--- config.mk ---
export PLATFORM = sky130hd
export DESIGN_NAME = pipe_hazard_ctrl
export DESIGN_NICKNAME = d
export VERILOG_FILES = /design/src/rtl/pipe_hazard_ctrl_pkg.sv /design/src/rtl/pipe_hazard_ctrl_load_use_detect.sv /design/src/rtl/pipe_hazard_ctrl.sv
export SDC_FILE = /design/constraint.sdc
export NUM_CORES = 1
export LEC_CHECK = 0
export BUFFER_PORTS_ARGS = -buffer_cell sky130_fd_sc_hd__buf_2
export CAP_MARGIN = 20
export CORE_ASPECT_RATIO = 1.1
export CORE_UTILIZATION = 39
export DETAILED_ROUTE_END_ITERATION = 10
export PLACE_DENSITY = 0.85
export SYNTH_ARGS = -nofsm -noshare
export SYNTH_HDL_FRONTEND = slang
export SYNTH_SLANG_ARGS = --single-unit
--- constraint.sdc ---
create_clock -name clk -period 4.2 [get_ports clk]
set_clock_uncertainty 0.2 [all_clocks]
set_input_delay 0 -clock clk [delete_from_list [all_inputs] [get_ports clk]]
set_output_delay 0 -clock clk [all_outputs]
set_load 0.01 [all_outputs]
--- src/rtl/pipe_hazard_ctrl_pkg.sv ---
// Shared definitions for the pipeline hazard controller: FSM encoding and global widths.
// The perf counters in pipe_hazard_ctrl are built only when HAZARD_PERF_CNT_EN is defined.
`ifndef DATAWIDTH
`define DATAWIDTH 32
`endif
`ifndef ADDRWIDTH
`define ADDRWIDTH 32
`endif

package pipe_hazard_ctrl_pkg;

    typedef enum logic [1:0] {
        ST_BOOT     = 2'd0,
        ST_RUN      = 2'd1,
        ST_LU_STALL = 2'd2,
        ST_MEM_WAIT = 2'd3
    } hz_state_t;

    localparam int CNT_W     = `DATAWIDTH;
    localparam int BOOT_CNTW = 4;

endpackage

--- src/rtl/pipe_hazard_ctrl_load_use_detect.sv ---
// Combinational load-use detector: a load in EXE whose destination feeds a source read in ID.
module load_use_detect #(
    parameter int REGW = 5
) (
    input  logic            exe_mem_read,
    input  logic [REGW-1:0] exe_rd,
    input  logic [REGW-1:0] idu_rs1,
    input  logic [REGW-1:0] idu_rs2,
    input  logic            idu_rs1_used,
    input  logic            idu_rs2_used,
    output logic            lu_hazard
);

    logic rd_nonzero;
    logic rs1_hit;
    logic rs2_hit;

    // x0 is hardwired to zero, so a load into it never produces a dependency.
    assign rd_nonzero = |exe_rd;
    assign rs1_hit    = idu_rs1_used && (idu_rs1 == exe_rd);
    assign rs2_hit    = idu_rs2_used && (idu_rs2 == exe_rd);
    assign lu_hazard  = exe_mem_read && rd_nonzero && (rs1_hit || rs2_hit);

endmodule

--- src/rtl/pipe_hazard_ctrl.sv ---
// Stall/flush sequencer for the 5-stage pipeline: boot hold, redirects, load-use and memory freeze.
// Optional macro HAZARD_PERF_CNT_EN builds the saturating stall/flush performance counters.
import pipe_hazard_ctrl_pkg::*;

module pipe_hazard_ctrl #(
    parameter int BOOT_CYCLES = 2,
    parameter int REGW        = 5
) (
    input  logic             clk,
    input  logic             rst_n,
    input  logic             IDU_JAL_instr,
    input  logic             EXE_JALR_instr,
    input  logic             B_type_jump_flag,
    input  logic             EXE_mem_read,
    input  logic [REGW-1:0]  EXE_rd,
    input  logic [REGW-1:0]  IDU_rs1,
    input  logic [REGW-1:0]  IDU_rs2,
    input  logic             IDU_rs1_used,
    input  logic             IDU_rs2_used,
    input  logic             mem_busy,
    output logic             pc_en,
    output logic             IF_ID_en,
    output logic             ID_EXE_en,
    output logic             EXE_MEM_en,
    output logic             IF_ID_flush,
    output logic             ID_EXE_flush,
    output logic [CNT_W-1:0] stall_cnt,
    output logic [CNT_W-1:0] flush_cnt
);

    localparam logic [BOOT_CNTW-1:0] BOOT_INIT = BOOT_CNTW'(BOOT_CYCLES - 1);

    hz_state_t            state;
    hz_state_t            state_nxt;
    logic [BOOT_CNTW-1:0] boot_cnt;
    logic [BOOT_CNTW-1:0] boot_cnt_nxt;
    logic                 lu_hazard;
    logic                 exe_redirect;

    load_use_detect #(.REGW(REGW)) u_lu_detect (
        .exe_mem_read (EXE_mem_read),
        .exe_rd       (EXE_rd),
        .idu_rs1      (IDU_rs1),
        .idu_rs2      (IDU_rs2),
        .idu_rs1_used (IDU_rs1_used),
        .idu_rs2_used (IDU_rs2_used),
        .lu_hazard    (lu_hazard)
    );

    assign exe_redirect = EXE_JALR_instr | B_type_jump_flag;

    always_ff @(posedge clk or negedge rst_n) begin
        if (!rst_n) begin
            state    <= ST_BOOT;
            boot_cnt <= BOOT_INIT;
        end else begin
            // NOTE: sequential state uses non-blocking assignments so every flop samples pre-edge values.
            state    <= state_nxt;
            boot_cnt <= boot_cnt_nxt;
        end
    end

    // Every state except BOOT drives the same priority evaluation; states only steer the next step.
    always_comb begin
        // NOTE: every output gets a default up front so no path through the case can infer a latch.
        pc_en        = 1'b1;
        IF_ID_en     = 1'b1;
        ID_EXE_en    = 1'b1;
        EXE_MEM_en   = 1'b1;
        IF_ID_flush  = 1'b0;
        ID_EXE_flush = 1'b0;
        state_nxt    = ST_RUN;
        boot_cnt_nxt = boot_cnt;

        if (state == ST_BOOT) begin
            pc_en        = 1'b0;
            IF_ID_en     = 1'b0;
            ID_EXE_en    = 1'b0;
            EXE_MEM_en   = 1'b0;
            IF_ID_flush  = 1'b1;
            ID_EXE_flush = 1'b1;
            if (boot_cnt == '0) begin
                state_nxt = ST_RUN;
            end else begin
                state_nxt    = ST_BOOT;
                boot_cnt_nxt = boot_cnt - 1'b1;
            end
        end else if (mem_busy) begin
            pc_en      = 1'b0;
            IF_ID_en   = 1'b0;
            ID_EXE_en  = 1'b0;
            EXE_MEM_en = 1'b0;
            state_nxt  = ST_MEM_WAIT;
        end else if (exe_redirect) begin
            IF_ID_flush  = 1'b1;
            ID_EXE_flush = 1'b1;
        end else if (lu_hazard) begin
            pc_en        = 1'b0;
            IF_ID_en     = 1'b0;
            ID_EXE_flush = 1'b1;
            // The load reaches MEM on this edge, so only a RUN-state detection needs the stall marker.
            state_nxt    = (state == ST_RUN) ? ST_LU_STALL : ST_RUN;
        end else if (IDU_JAL_instr) begin
            IF_ID_flush = 1'b1;
        end
    end

`ifdef HAZARD_PERF_CNT_EN
    logic [CNT_W-1:0] stall_q;
    logic [CNT_W-1:0] flush_q;

    always_ff @(posedge clk or negedge rst_n) begin
        if (!rst_n) begin
            stall_q <= '0;
            flush_q <= '0;
        end else if (state != ST_BOOT) begin
            if (!pc_en && (stall_q != '1)) stall_q <= stall_q + 1'b1;
            if (IF_ID_flush && (flush_q != '1)) flush_q <= flush_q + 1'b1;
        end
    end

    assign stall_cnt = stall_q;
    assign flush_cnt = flush_q;
`else
    assign stall_cnt = '0;
    assign flush_cnt = '0;
`endif

endmodule

==> metrics, run 1 <==
DR vias/cell 3.64; Die Footprint 2700 um^2; Lkg Pwr 0.537 nW; io pins 94; Power Density 191 nW/um^2; P&R area growth vs syn -1.03%; RSZ-0062 raised after global routing false; status completed; TritonCTS clock tree done; clk buf depth 2; Initial DRC Count 4; number of global-route vias before repair 520; Syn Std Cell Area 975 um^2; minimum clock period 1680 ps; Max Fclk 594 MHz; RD Place Congestion 0.772; n_diodes 0; Hold Violations, Final 0; initial antenna violation count 0; fin nets 181; clock power share 0.315; largest net degree at the start of global routing 7; combinational power share 0.366; Final Util 0.420; Setup Total Neg Slack 0 ps; DRT antenna net count 0; sw power 0.0000670 W; fin worst setup slack 2520 ps; Final HPWL DP 1.20 mm; max cap viols 0; Synth area leader buf_4; later-pin clock latency in the skew report 250 ps; #FFs+latches synth 6; All-Layer GR Usage 0.103; Post-Synthesis Cells 121; CP endpoint kind flop; Initial Util 0.424; Reg power frac 0.319; worst setup path class reg -> reg; Net Sw Frac 0.363; Vias 674; post-place setup slack 2510 ps; share of cells above drive strength 1 0.232; Die Height 54.4 um; root buffer cell clkbuf_4; Power Internal 0.000117 W; site row count 18; Post-CTS Setup Inserts 0; Worst Path Arrival 1660 ps; core region area 2300 um^2; total CTS buffers 3; startpoint types flop; endpoints failing setup 0; drt wl/cell 7.77 um; final WL 1.44 mm; global-route wire length before repair 2.04 mm; Synth top area share 0.508; worst vdd ir 0.0791 mV; input/output buffers 29; register area share after synthesis 0.155; global route overflow 0; clk sinks 6; total power 0.000184 W; crit path max fanout 5; DRT Pass-1 Iters 4; Syn Area/Cell 8.06 um^2; required time of the worst setup path 4170 ps; # DRC 0; Hold/Removal Path Class in -> reg; Ys Warns 0; Yosys cell types 25; Max Slew Vio Count 0; crit share post-route 0.401; worst hold margin 19.8 ps; Die W 49.7 um; synth top area cells buf_4, dfrtp_1, xnor2_1; clock slew seen by the registers of the worst setup and hold paths 50 ps; H-tree depth 1
-- layer usage --
| layer | vias up | track usage | share of wire |
|---|---|---|---|
| li1 | 330 | - | - |
| met1 | 292 | 0.0978 | 0.35 |
| met2 | 52 | 0.196 | 0.54 |
| met3 | 0 | 0.0306 | 0.12 |
| met4 | 0 | 0.0714 | 0 |
| met5 | - | 0 | 0 |
-- power groups by stage --
stage | logic, W | registers (W) | clock network, W
2_1_floorplan | 0.0000891 | 0.0000597 | 0
3_3_place_gp | 0.0000629 | 0.0000597 | 0
3_5_place_dp | 0.0000635 | 0.0000598 | 0
4_1_cts | 0.0000666 | 0.0000588 | 0.0000631
5_1_grt | 0.0000749 | 0.0000588 | 0.0000665
6_report | 0.0000675 | 0.0000589 | 0.0000581
-- Yosys cell counts --
master	number
buf_4	66
xnor2_1	11
nor2_1	7
dfrtp_1	5
nand2_1	5
o21ai_0	3
inv_1	2
nand2b_1	2
nand4_1	2
nor2b_1	2
o21ai_1	2
a211o_1	1
a211oi_1	1
a21boi_2	1
a311oi_1	1
a41o_1	1
and4b_4	1
conb_1	1
dfstp_2	1
ha_1	1
nor4_1	1
o21a_1	1
o22ai_1	1
or4_4	1
xor2_1	1
-- cells in the final DEF, fill, tap and decap left out --
cell type / n
nor2b_1: 2
a311oi_1: 1
o21a_1: 1
dfrtp_1: 5
inv_1: 2
a211oi_1: 1
xor2_1: 1
xnor2_1: 11
a41o_1: 1
o22ai_1: 1
o21ai_1: 2
buf_2: 29
clkbuf_4: 3
ha_1: 1
conb_1: 64
a211o_1: 1
nand4_1: 2
a21boi_2: 1
or4_4: 1
nand2_1: 5
dfstp_2: 1
clkbuf_1: 1
and4b_4: 1
dlygate4sd3_1: 4
nor2_1: 7
nor4_1: 1
o21ai_0: 3
nand2b_1: 2
-- registers in the layout, indices dropped and copies added, names as in the netlist --
name	count
boot_cnt	4
state	2
-- worst max-delay path, stage by stage (launching register included) --
cell	delay (ps)
dfstp_2	540
inv_1	40
ha_1	200
nand2b_1	70
o21ai_1	120
nor4_1	260
xor2_1	180
-- path summary, 6_finish.rpt --
path	end	slack [ps]	cells past startpoint	from
worst max-delay path	boot_cnt[3]	2520	6	boot_cnt[0]
worst min-delay path	state[0]	20	4	IDU_rs1_used
worst max register to register	boot_cnt[3]	2520	6	boot_cnt[0]
worst min register to register	boot_cnt[0]	300	1	boot_cnt[0]
max in group asynchronous	state[0]	3090	3	rst_n
min in group asynchronous	boot_cnt[0]	30	2	rst_n
-- final cells by class --
cell class,count,area [um^2]
clock buffer,4,26.3
fill,243,1330
inverter,2,7.51
multi-input combinational,110,557
sequential,6,151
tap,30,37.5
timing repair buffer,33,185
-- timing repair --
action / in CTS / in global routing
endpoints found under the hold margin: 7 / 0
hold buffers: 4 / 0
gates resized for setup: 0 / 0
-- per-stage QoR --
step / instances / cell area (um^2)
floorplan: 184 / 1210
global placement: 177 / 898
detailed placement: 177 / 898
CTS: 185 / 965
global route: 185 / 965
finish: 185 / 965
-- cells by family after synthesis --
group,after synthesis,synth area share
fa+ha+maj,1,0.0128
other cells,1,0.00385
flops,6,0.155
simple gates,21,0.117
xor+xnor,12,0.108
buf+inv,68,0.516
compound gates,12,0.0873
Note: power is estimated with default switching activity, not from simulation.
==> run 2: changes to the inputs <==
CORE_UTILIZATION = 36   (was 39)
PLACE_DENSITY = 0.8   (was 0.85)
clock period = 1.8 ns   (was 4.2 ns; I/O delays follow)
==> run 2 against run 1 <==
  * Hold slack better by 7.7 ps
  * Critical path type is now in -> reg
  * Non-clock buffer count rose by 1
  * First-iteration DRC count down 100%
  * Highest routed layer unchanged
  * Global-route usage down 1.3 points
==> metrics, run 2 (same netlist as run 1, synthesis figures left out) <==
global-route wire length before repair 2.01 mm; Max Slew Vio Count 0; io pins 94; Top Family by Delay on Critical Path buffers and inverters; Initial Util 0.383; core region area 2540 um^2; Regs by FF count boot_cnt (4), state (2); H-tree depth 1; flop-to-flop setup slack 170 ps; total power 0.000429 W; drt wl/cell 7.44 um; fillers 273; max reg flops 4; Power Density 437 nW/um^2; Vias 683; max cap viols 0; DRT Pass-1 Iters 1; RSZ-0062 raised after global routing false; Reg power frac 0.321; slowest library cell on the worst path dlygate4sd3_1; global route overflow 0; initial antenna violation count 0; largest net degree at the start of global routing 7; required time of the worst setup path 1780 ps; sw power 0.000155 W; final WL 1.39 mm; CP endpoint kind flop; most common cell after layout, fill and taps aside conb_1; Initial DRC Count 0; Worst path most repeated cell dlygate4sd3_1; site row count 19; total CTS buffers 3; startpoint types input port; Die Footprint 2920 um^2; Hold Violations, Final 0; clk sinks 6; later-pin clock latency in the skew report 240 ps; share of cells above drive strength 1 0.244; CP Cell Sequence dlygate4sd3_1, buf_2, nor2_1, dlygate4sd3_1, a41o_1; n_diodes 0; fin nets 182; Worst Path Arrival 1640 ps; DR vias/cell 3.65; All-Layer GR Usage 0.0906; RD Place Congestion 0.726; P&R area growth vs syn 0.513%; TritonCTS clock tree done; Lkg Pwr 0.544 nW; Net Sw Frac 0.361; combinational power share 0.366; endpoints failing setup 0; Power Internal 0.000274 W; worst vdd ir 0.220 mV; Hold/Removal Path Class in -> async; clk buf depth 2; # DRC 0; worst setup path class in -> reg; Die Height 56.6 um; number of global-route vias before repair 524; crit path max fanout 5; Final HPWL DP 1.22 mm; Max Fclk 600 MHz; crit share post-route 0.926; status completed; CP max stage delay 600 ps; Setup Total Neg Slack 0 ps; Biggest register boot_cnt; CP Buf/Inv Count 3; most frequent cells in the layout conb_1, buf_2, xnor2_1; Die W 51.6 um; root buffer cell clkbuf_4; clock power share 0.313; input/output buffers 29; clock slew seen by the registers of the worst setup and hold paths 50 ps; minimum clock period 1670 ps; DRT antenna net count 0
==> run 2: cell types whose count changed in the layout (fill, tap and decap cells not counted), sizes merged <==
cell  before  now
buf       29   30
==> run 2: path summary, 6_finish.rpt <==
path                                 from          end  cells after the start
min in group clk                 mem_busy     state[1]                      3
max in group asynchronous           rst_n     state[1]                      3
min reg2reg                   boot_cnt[0]  boot_cnt[0]                      1
max reg2reg                   boot_cnt[0]  boot_cnt[3]                      6
max                        EXE_JALR_instr     state[1]                      5
min                                 rst_n  boot_cnt[0]                      2
==> run 2: timing repair <==
item	4_1_cts	5_1_grt
hold buffers	4	0
resized for setup	0	1
endpoints found under the hold margin	7	0
setup buffers	0	0
setup endpoints to repair	0	1
==> run 2: area by class of cell <==
| cell class | instances | area [um^2] | area share |
|---|---|---|---|
| Tap cell | 31 | 38.8 | 0.0396 |
| Inverter | 2 | 7.51 | 0.00766 |
| Sequential cell | 6 | 151 | 0.155 |
| Clock buffer | 4 | 26.3 | 0.0268 |
| Timing Repair Buffer | 34 | 193 | 0.197 |
| Multi-Input combinational cell | 110 | 563 | 0.575 |
==> run 2: worst register-to-register path, delay by kind of cell, from the launching register on <==
family                   cells  cell delay [ps]
AND/OR/NAND/NOR              2              270
XOR/XNOR                     1              160
buffers and inverters        1               50
flip-flops                   1              550
adder cells (fa/ha/maj)      1              200
AO/OA/AOI/OAI                1              130
==> run 2: routing by layer <==
metal | GRT usage | vias up | part of all wire
met1 | 0.0956 | 299 | 0.36
met3 | 0.0244 | 0 | 0.11
met4 | 0.0347 | 0 | 0
met2 | 0.165 | 52 | 0.53
li1 | - | 332 | -
met5 | 0 | - | 0
==> run 2: stage by stage <==
step / hold slack [ps] / cells / utilization / area (um^2) / setup WS (ps)
5_1_grt: 35.8 / 187 / 0.385 / 980 / 29.9
3_5_place_dp: -368 / 179 / 0.357 / 907 / 116
2_1_floorplan: -496 / 184 / - / 1210 / 206
6_report: 27.6 / 187 / 0.385 / 980 / 133
4_1_cts: 21.2 / 187 / 0.383 / 973 / 103
3_3_place_gp: -372 / 179 / 0.357 / 907 / 174
==> run 2: power groups by stage <==
stage,clock (W),combinational [W],sequential (W)
3_5_place_dp,0,0.000149,0.000140
4_1_cts,0.000140,0.000156,0.000138
5_1_grt,0.000149,0.000176,0.000138
6_report,0.000134,0.000157,0.000138
2_1_floorplan,0,0.000208,0.000139
3_3_place_gp,0,0.000147,0.000139
